`config.mk`:
```
export PLATFORM = sky130hd
export DESIGN_NAME = ex
export DESIGN_NICKNAME = d
export VERILOG_FILES = /design/src/rtl/ex_pkg.sv /design/src/rtl/ex_div.sv /design/src/rtl/ex.sv
export SDC_FILE = /design/constraint.sdc
export NUM_CORES = 1
export LEC_CHECK = 0
export ABC_AREA = 1
export CAP_MARGIN = 20
export CORE_MARGIN = 5
export CORE_UTILIZATION = 30
export CTS_BUF_LIST = sky130_fd_sc_hd__clkbuf_16
export DETAILED_ROUTE_END_ITERATION = 8
export DONT_BUFFER_PORTS = 1
export GPL_TIMING_DRIVEN = 0
export PLACE_DENSITY = 0.47
export SYNTH_ARGS = -nofsm -noshare
export SYNTH_HDL_FRONTEND = slang
export SYNTH_SLANG_ARGS = --single-unit
export TNS_END_PERCENT = 20
```
`constraint.sdc`:
```
create_clock -name clk -period 18.85 [get_ports clk]
set_input_delay 3.77 -clock clk [delete_from_list [all_inputs] [get_ports clk]]
set_output_delay 3.77 -clock clk [all_outputs]
set_load 0.03 [all_outputs]
```
`src/rtl/ex_pkg.sv`:
```
// Shared widths, ALU opcodes and divider FSM states for the execute stage.
package ex_pkg;

    localparam int REG_DATA_W = 32;
    localparam int REG_ADDR_W = 5;
    localparam int ALU_OP_W   = 8;

    localparam logic [ALU_OP_W-1:0] EXE_NOP  = 8'h00;
    localparam logic [ALU_OP_W-1:0] EXE_SRL  = 8'h02;
    localparam logic [ALU_OP_W-1:0] EXE_SRA  = 8'h03;
    localparam logic [ALU_OP_W-1:0] EXE_DIV  = 8'h1A;
    localparam logic [ALU_OP_W-1:0] EXE_DIVU = 8'h1B;
    localparam logic [ALU_OP_W-1:0] EXE_ADD  = 8'h20;
    localparam logic [ALU_OP_W-1:0] EXE_SUB  = 8'h22;
    localparam logic [ALU_OP_W-1:0] EXE_AND  = 8'h24;
    localparam logic [ALU_OP_W-1:0] EXE_OR   = 8'h25;
    localparam logic [ALU_OP_W-1:0] EXE_XOR  = 8'h26;
    localparam logic [ALU_OP_W-1:0] EXE_NOR  = 8'h27;
    localparam logic [ALU_OP_W-1:0] EXE_SLT  = 8'h2A;
    localparam logic [ALU_OP_W-1:0] EXE_SLTU = 8'h2B;
    localparam logic [ALU_OP_W-1:0] EXE_LUI  = 8'h5C;
    localparam logic [ALU_OP_W-1:0] EXE_SLL  = 8'h7C;

    typedef enum logic [1:0] {
        DIV_IDLE = 2'd0,
        DIV_BUSY = 2'd1,
        DIV_DONE = 2'd2
    } div_state_e;

    localparam logic [5:0] DIV_LAST_STEP = 6'd31;

    function automatic logic [REG_DATA_W-1:0] magnitude(input logic [REG_DATA_W-1:0] x,
                                                        input logic is_signed);
        return (is_signed && x[REG_DATA_W-1]) ? -x : x;
    endfunction

endpackage

```
`src/rtl/ex_div.sv`:
```
// Iterative radix-2 restoring divider: 32 steps after the start cycle, result held one cycle in DONE.
// Divide-by-zero skips straight to DONE; annul_i returns the FSM to IDLE on the next edge.
module ex_div
    import ex_pkg::*;
(
    input  logic                  clk,
    input  logic                  rst,
    input  logic                  start_i,
    input  logic                  signed_i,
    input  logic                  annul_i,
    input  logic [REG_DATA_W-1:0] opdata1_i,
    input  logic [REG_DATA_W-1:0] opdata2_i,
    output logic [63:0]           result_o,
    output logic                  ready_o
);

    div_state_e  state_q, state_d;
    logic [5:0]  cnt_q, cnt_d;
    logic [64:0] rq_q, rq_d;
    logic [31:0] dvsr_q, dvsr_d;
    logic        qneg_q, qneg_d;
    logic        rneg_q, rneg_d;

    logic [33:0] shifted;
    logic [32:0] diff;

    always_comb begin
        state_d = state_q;
        cnt_d   = cnt_q;
        rq_d    = rq_q;
        dvsr_d  = dvsr_q;
        qneg_d  = qneg_q;
        rneg_d  = rneg_q;
        // Partial remainder shifted left with the next dividend bit brought in.
        shifted = rq_q[64:31];
        diff    = shifted[32:0] - {1'b0, dvsr_q};

        case (state_q)
            DIV_IDLE: begin
                if (start_i) begin
                    if (opdata2_i == '0) begin
                        rq_d    = {1'b0, opdata1_i, 32'hFFFF_FFFF};
                        qneg_d  = 1'b0;
                        rneg_d  = 1'b0;
                        state_d = DIV_DONE;
                    end else begin
                        rq_d    = {33'd0, magnitude(opdata1_i, signed_i)};
                        dvsr_d  = magnitude(opdata2_i, signed_i);
                        qneg_d  = signed_i && (opdata1_i[31] ^ opdata2_i[31]);
                        rneg_d  = signed_i && opdata1_i[31];
                        cnt_d   = '0;
                        state_d = DIV_BUSY;
                    end
                end
            end
            DIV_BUSY: begin
                if (shifted >= {2'b00, dvsr_q}) begin
                    rq_d = {diff, rq_q[30:0], 1'b1};
                end else begin
                    rq_d = {shifted[32:0], rq_q[30:0], 1'b0};
                end
                cnt_d = cnt_q + 6'd1;
                if (cnt_q == DIV_LAST_STEP) begin
                    state_d = DIV_DONE;
                end
            end
            DIV_DONE: state_d = DIV_IDLE;
            default:  state_d = DIV_IDLE;
        endcase

        if (annul_i) begin
            state_d = DIV_IDLE;
        end
    end

    always_ff @(posedge clk or posedge rst) begin
        if (rst) begin
            state_q <= DIV_IDLE;
            cnt_q   <= '0;
            rq_q    <= '0;
            dvsr_q  <= '0;
            qneg_q  <= 1'b0;
            rneg_q  <= 1'b0;
        end else begin
            state_q <= state_d;
            cnt_q   <= cnt_d;
            rq_q    <= rq_d;
            dvsr_q  <= dvsr_d;
            qneg_q  <= qneg_d;
            rneg_q  <= rneg_d;
        end
    end

    assign result_o[63:32] = rneg_q ? -rq_q[63:32] : rq_q[63:32];
    assign result_o[31:0]  = qneg_q ? -rq_q[31:0]  : rq_q[31:0];
    assign ready_o         = (state_q == DIV_DONE);

endmodule

```
`src/rtl/ex.sv`:
```
// MIPS execute stage: combinational ALU with zero latency; DIV/DIVU result in cycle 33 (cycle 1 for /0).
// Holds the upstream pipeline via stallreq_o while a division is in flight.
module ex
    import ex_pkg::*;
(
    input  logic                  clk,
    input  logic                  rst,
    input  logic [ALU_OP_W-1:0]   aluop_i,
    input  logic [REG_DATA_W-1:0] reg1_i,
    input  logic [REG_DATA_W-1:0] reg2_i,
    input  logic [REG_ADDR_W-1:0] waddr_i,
    input  logic                  we_i,
    input  logic                  annul_i,
    output logic [REG_DATA_W-1:0] result_o,
    output logic [REG_ADDR_W-1:0] waddr_o,
    output logic                  we_o,
    output logic [REG_DATA_W-1:0] hi_o,
    output logic [REG_DATA_W-1:0] lo_o,
    output logic                  whilo_o,
    output logic                  stallreq_o
);

    logic                  is_div;
    logic                  div_ready;
    logic [63:0]           div_result;
    logic [REG_DATA_W-1:0] alu_res;

    assign is_div = (aluop_i == EXE_DIV) || (aluop_i == EXE_DIVU);

    always_comb begin
        alu_res = '0;
        case (aluop_i)
            EXE_ADD:  alu_res = reg1_i + reg2_i;
            EXE_SUB:  alu_res = reg1_i - reg2_i;
            EXE_AND:  alu_res = reg1_i & reg2_i;
            EXE_OR:   alu_res = reg1_i | reg2_i;
            EXE_XOR:  alu_res = reg1_i ^ reg2_i;
            EXE_NOR:  alu_res = ~(reg1_i | reg2_i);
            EXE_SLT:  alu_res = {31'd0, $signed(reg1_i) < $signed(reg2_i)};
            EXE_SLTU: alu_res = {31'd0, reg1_i < reg2_i};
            EXE_SLL:  alu_res = reg1_i << reg2_i[4:0];
            EXE_SRL:  alu_res = reg1_i >> reg2_i[4:0];
            EXE_SRA:  alu_res = $signed(reg1_i) >>> reg2_i[4:0];
            EXE_LUI:  alu_res = {reg2_i[15:0], 16'h0000};
            default:  alu_res = '0;
        endcase
    end

    ex_div u_div (
        .clk       (clk),
        .rst       (rst),
        .start_i   (is_div && !annul_i),
        .signed_i  (aluop_i == EXE_DIV),
        .annul_i   (annul_i),
        .opdata1_i (reg1_i),
        .opdata2_i (reg2_i),
        .result_o  (div_result),
        .ready_o   (div_ready)
    );

    // A flush wins over both the stall and the HI/LO write in the same cycle.
    assign whilo_o    = !rst && div_ready && !annul_i;
    assign stallreq_o = !rst && is_div && !annul_i && !div_ready;
    assign result_o   = rst ? '0 : alu_res;
    assign waddr_o    = rst ? '0 : waddr_i;
    assign we_o       = rst ? 1'b0 : we_i;
    assign hi_o       = whilo_o ? div_result[63:32] : '0;
    assign lo_o       = whilo_o ? div_result[31:0]  : '0;

endmodule

```
* Word level (Yosys, flattened, before mapping)
Index checks and enable logic that the tools add are counted.
Word-level totals: register bits after elaboration 107, input bits 81, word-level logic and storage cells 92
Operators by class: bitwise logic cells 6, multiplexer cells 24, magnitude comparators 3, add/sub/neg operators 8, shift operators 3, reduce and logical (&&, ||, !) cells 21, eq/ne operators 21
Operator list (number):
- one-hot mux 32 bit (12 select lines) | 1
- two-way mux 32 bit | 7
- two-way mux 65 bit | 2
- one-hot mux 65 bit (2 select lines) | 1
- negation 32 bit | 4
- equality test 8 x 6 -> 1 bit (second input constant) | 8
- < comparator 32 bit | 2
- two-way mux 64 bit | 1
- greater-or-equal comparator 34 x 32 -> 1 bit | 1
- subtractor 33 x 32 -> 33 bit | 1
- adder 32 bit | 1
- bitwise AND 32 bit | 1
- zero test 32 bit | 1
- inverter 32 bit | 1
- OR 32 bit | 1
- left shift 32 x 5 -> 32 bit | 1
- right shift 32 x 5 -> 32 bit | 1
- >>> shifter 32 x 5 -> 32 bit | 1
- subtractor 32 bit | 1
- XOR 32 bit | 1
- equality test 8 x 2 -> 1 bit (second input constant) | 2
- equality test 8 x 5 -> 1 bit (second input constant) | 2
- equality test 8 x 7 -> 1 bit (second input constant) | 2
- two-way mux 6 bit | 2
- other kinds (21) | 40

* Longest topological paths before layout
depth after elaboration 6, depth in mapped cells 19, gate-level depth less buffers 17

* Modules after synthesis
A second synthesis with hierarchy kept.
Unflattened totals: cells, all modules 4261, area total of the unflattened synthesis 22601.7 µm²
Modules (own cells, without submodules):
- ex | seq. area each 0.0 µm², instances 1, cells each 2395, area an instance 11434.7 µm²
- ex_div | seq. area each 2677.6 µm², instances 1, cells each 1866, area an instance 11167.0 µm²

* Worst setup path after synthesis
Ideal clock, no wire load.
path type in2out, start input port rst, end output port result_o[11], arrival time 7.617 ns, slack 7.463 ns, data required time 15.080 ns, stages 4, path through inv_1 > clkbuf_1 > nand2_1 > inv_1
On the way: cells in the longest elaborated chain, start to end 1
Ends and longest elaborated chain:
- from (decl) | RTL line ex.sv:7 | input logic rst,
- two-way mux 32 bit | RTL line ex.sv:64 | assign result_o = rst ? '0 : alu_res;
- to (decl) | RTL line ex.sv:14 | output logic [REG_DATA_W-1:0] result_o,
Every way passes these cells.

* Final worst setup path
start input port reg2_i[3], end output port result_o[4]
On the way: cells in the longest elaborated chain, start to end 3, elaborated cells on any way between the ends 7
Ends and longest elaborated chain:
- from (decl) | RTL line ex.sv:10 | input logic [REG_DATA_W-1:0] reg2_i,
- subtractor 32 bit (tied with other cells) | RTL line ex.sv:34 | EXE_SUB: alu_res = reg1_i - reg2_i;
- one-hot mux 32 bit (12 select lines) * | RTL line ex.sv:32 | case (aluop_i)
- two-way mux 32 bit * | RTL line ex.sv:64
Every way passes the cells marked *; elsewhere a longest branch is shown, timed or not.

==> metrics <==
pin count of the biggest net entering global routing=50; DR iter-0 viols=between 3000 and 4000; post-synthesis sequential area ratio=0.123; RSZ-0062 raised after global routing=false; DRC viols=0; Post-synth ARST share=1.00; area delta synth->final=7.15%; Rows=between 90 and 100; layout cell share with drive strength beyond 1=0.0341; worst r2r src=u_div.rq_q[52]; total track usage=0.308; worst clock skew=between 0.01 and 0.015 ns; final critical-path share of the clock period=0.622; final hold vios=0; Final WS setup=a little over 7 ns; Max VDD drop=48.3 µV; Via density=roughly 5.6; Final Util=0.325; Syn Nets=around 4400; slowest stage delay, CP=0.89 ns; final WL=~130 mm; CTS buffer count=9; clk_lat worst skew=around 0.37 ns; CTS Root Buffer Type=clkbuf_16; required time worst endpoint=roughly 15 ns; Core ar.=a little over 70000 µm²; CTS HTree Levels=3; Initial Util=0.303; design area=roughly 23000 µm²; CTS tree=yes; routed via count=about 28000; Setup crit start kind=input pin; predominant post-synthesis flop cell=dfrtp_1; final setup fails=0; Final Net Count=4379; CP Capture Type=output port; DPL Wire Length=roughly 110 mm; global route total overflow=0; crit path max fanout=11; Crit Path Category=input pin to output port; # fillers=about 8500; Final min period=11.72 ns; Max Transition Viols Final=0; antenna violations before repair=3; DR pass1 iterations=9; fmax=between 0.08 and 0.09 GHz; port bufs=0; Die H=around 280 µm; Worst Tran Pin Value=1.12 ns; critical path, cell by cell=inv_1 -> clkbuf_1 -> clkbuf_1 -> ha_1 -> inv_1 -> nand2_1 -> and2_1 -> or2_2 -> nand3_1 -> nand2_1 -> nor3b_1 -> a21oi_1; vias in the first global route=25775; Yosys Warn Count=0; first-pass GRT wire length=roughly 180 mm; die width=around 280 µm; CP Launch Point=reg2_i[3]; CTS Buffer Depth=2; gpl congestion=roughly 1.1; Leakage=about 0.012 µW; R2R setup slack=between 15 and 20 ns; cts repair resizes=0; Hold Crit Class=register to register; DR WL/cell=between 20 and 25 µm; synthesized cell area=21800 µm²; hold buffer count at CTS=0; pre-CTS setup slack=between 7 and 8 ns; Yosys cell types=53; CP Buf/Inv Count=4; slew margin rel.=0.248; Synth Instances=approximately 4100; status=finished clean; Syn Area/Cell=roughly 5.3 µm²; Routed Antenna Nets=0; Setup TNS=0 ns; max-cap violations=0; Post-synth EDFFs=0; postcts setup bufs=0; Placed Instance Area=approximately 23000 µm²; CP delay by family, top=buffers and inverters; clock sinks=about 110; hold_sp=u_div.dvsr_q[9]; die area=roughly 78000 µm²; I/O pins=between 150 and 200; Clk pin slew, worst setup/hold paths=roughly 0.09 ns; flops & latches, synth=107; PD cells=80.4 nW/µm²; Data arrival, critical path=~8.0 ns; Slowest-stage cell, CP=clkbuf_1
[per-layer routing]
layer	GRT usage	vias up	routed length, µm
met5	0	-	27
met4	0.166	4	8910
met3	0.0554	277	12400
met2	0.483	1563	54500
met1	0.403	13235	51200
li1	-	13375	-
[Yosys cell counts, types with 21 or more instances]
master	count	area (µm²)
a21oi_1	212	1060
buf_1	21	78.8
buf_2	56	280
clkbuf_1	75	282
dfrtp_1	107	2680
ha_1	141	1760
inv_1	562	2110
nand2_1	1276	4790
nand3_1	519	2600
nand4_1	57	357
nor2_1	463	1740
nor3_1	71	355
o211ai_1	22	165
o21ai_0	263	1320
o21ai_1	31	155
xor2_1	54	473
[worst paths after layout]
kind / endpoint / cells after the start
min reg2reg: u_div.dvsr_q[9] / 2
min in group asynchronous: u_div.dvsr_q[31] / 2
max: result_o[4] / 12
max reg2reg: u_div.rq_q[49] / 11
max in group asynchronous: u_div.rq_q[49] / 3
min: u_div.dvsr_q[9] / 2
[worst min-delay path: stages, from the launching register on]
cell and delay [ns]:
dfrtp_1 0.36, nand2_1 0.05, o21ai_0 0.06
[area by class of cell]
cell class | count | area [µm²] | share of cell area
multi-input combinational | 3295 | 16200 | 0.695
sequential | 107 | 2680 | 0.115
inverter | 575 | 2160 | 0.0926
tap | 950 | 1190 | 0.0510
buffer | 162 | 722 | 0.0310
clock buffer | 9 | 225 | 0.00966
clock inverter | 7 | 77.6 | 0.00333
timing repair buffer | 4 | 55.1 | 0.00236
antenna | 2 | 5.00 | 0.000215
[cells by family after synthesis]
family | after synthesis | share of synthesized area
AND/OR/NAND/NOR | 2473 | 0.481
adder cells (fa/ha/maj) | 144 | 0.0839
AO/OA/AOI/OAI | 612 | 0.153
flip-flops | 107 | 0.123
buffers and inverters | 737 | 0.132
XOR/XNOR | 66 | 0.0266
[through the flow]
step | total power [µW] | hold slack, ns | cells
after global placement | 1650 | 0.468 | 5089
final | 1870 | 0.497 | 5111
after global routing | 2040 | 0.511 | 5109
after detailed placement | 1640 | 0.474 | 5093
after CTS | 1850 | 0.495 | 5109
after floorplan | 1250 | 0.449 | 4139
[cell usage in the layout (no fill, tap or decap), drive strengths merged, types with 2 or more instances in the layout]
master / synthesis / final
buf: 85 / 89
inv: 574 / 577
o21a: 3 / 3
ha: 141 / 141
o21ai: 294 / 294
o22ai: 16 / 16
nand4: 58 / 58
or2: 5 / 5
a31oi: 6 / 6
nor4: 14 / 14
nand2: 1285 / 1285
xor2: 54 / 54
nand3: 522 / 522
clkinv: 1 / 4
a21oi: 213 / 213
a22oi: 15 / 15
o211ai: 22 / 22
nand3b: 16 / 16
nor2: 482 / 482
a32o: 2 / 2
o31ai: 4 / 4
o21bai: 14 / 14
o2111ai: 2 / 2
and3: 2 / 2
clkbuf: 77 / 86
fa: 3 / 3
nor3: 75 / 75
o221ai: 9 / 9
diode: 0 / 2
dfrtp: 107 / 107
and2: 13 / 13
a211oi: 7 / 7
xnor2: 12 / 12
[sequential cells by signal, indices dropped and copies added (netlist names)]
signal,count
u_div.rq_q,65
u_div.cnt_q,6
u_div.qneg_q,1
u_div.state_q,2
u_div.dvsr_q,32
u_div.rneg_q,1
[power by group]
group / internal [µW] / switching (µW)
combinational: 379 / 887
sequential: 310 / 101
clock: 94.3 / 103
(Power assumes the default switching activity.)
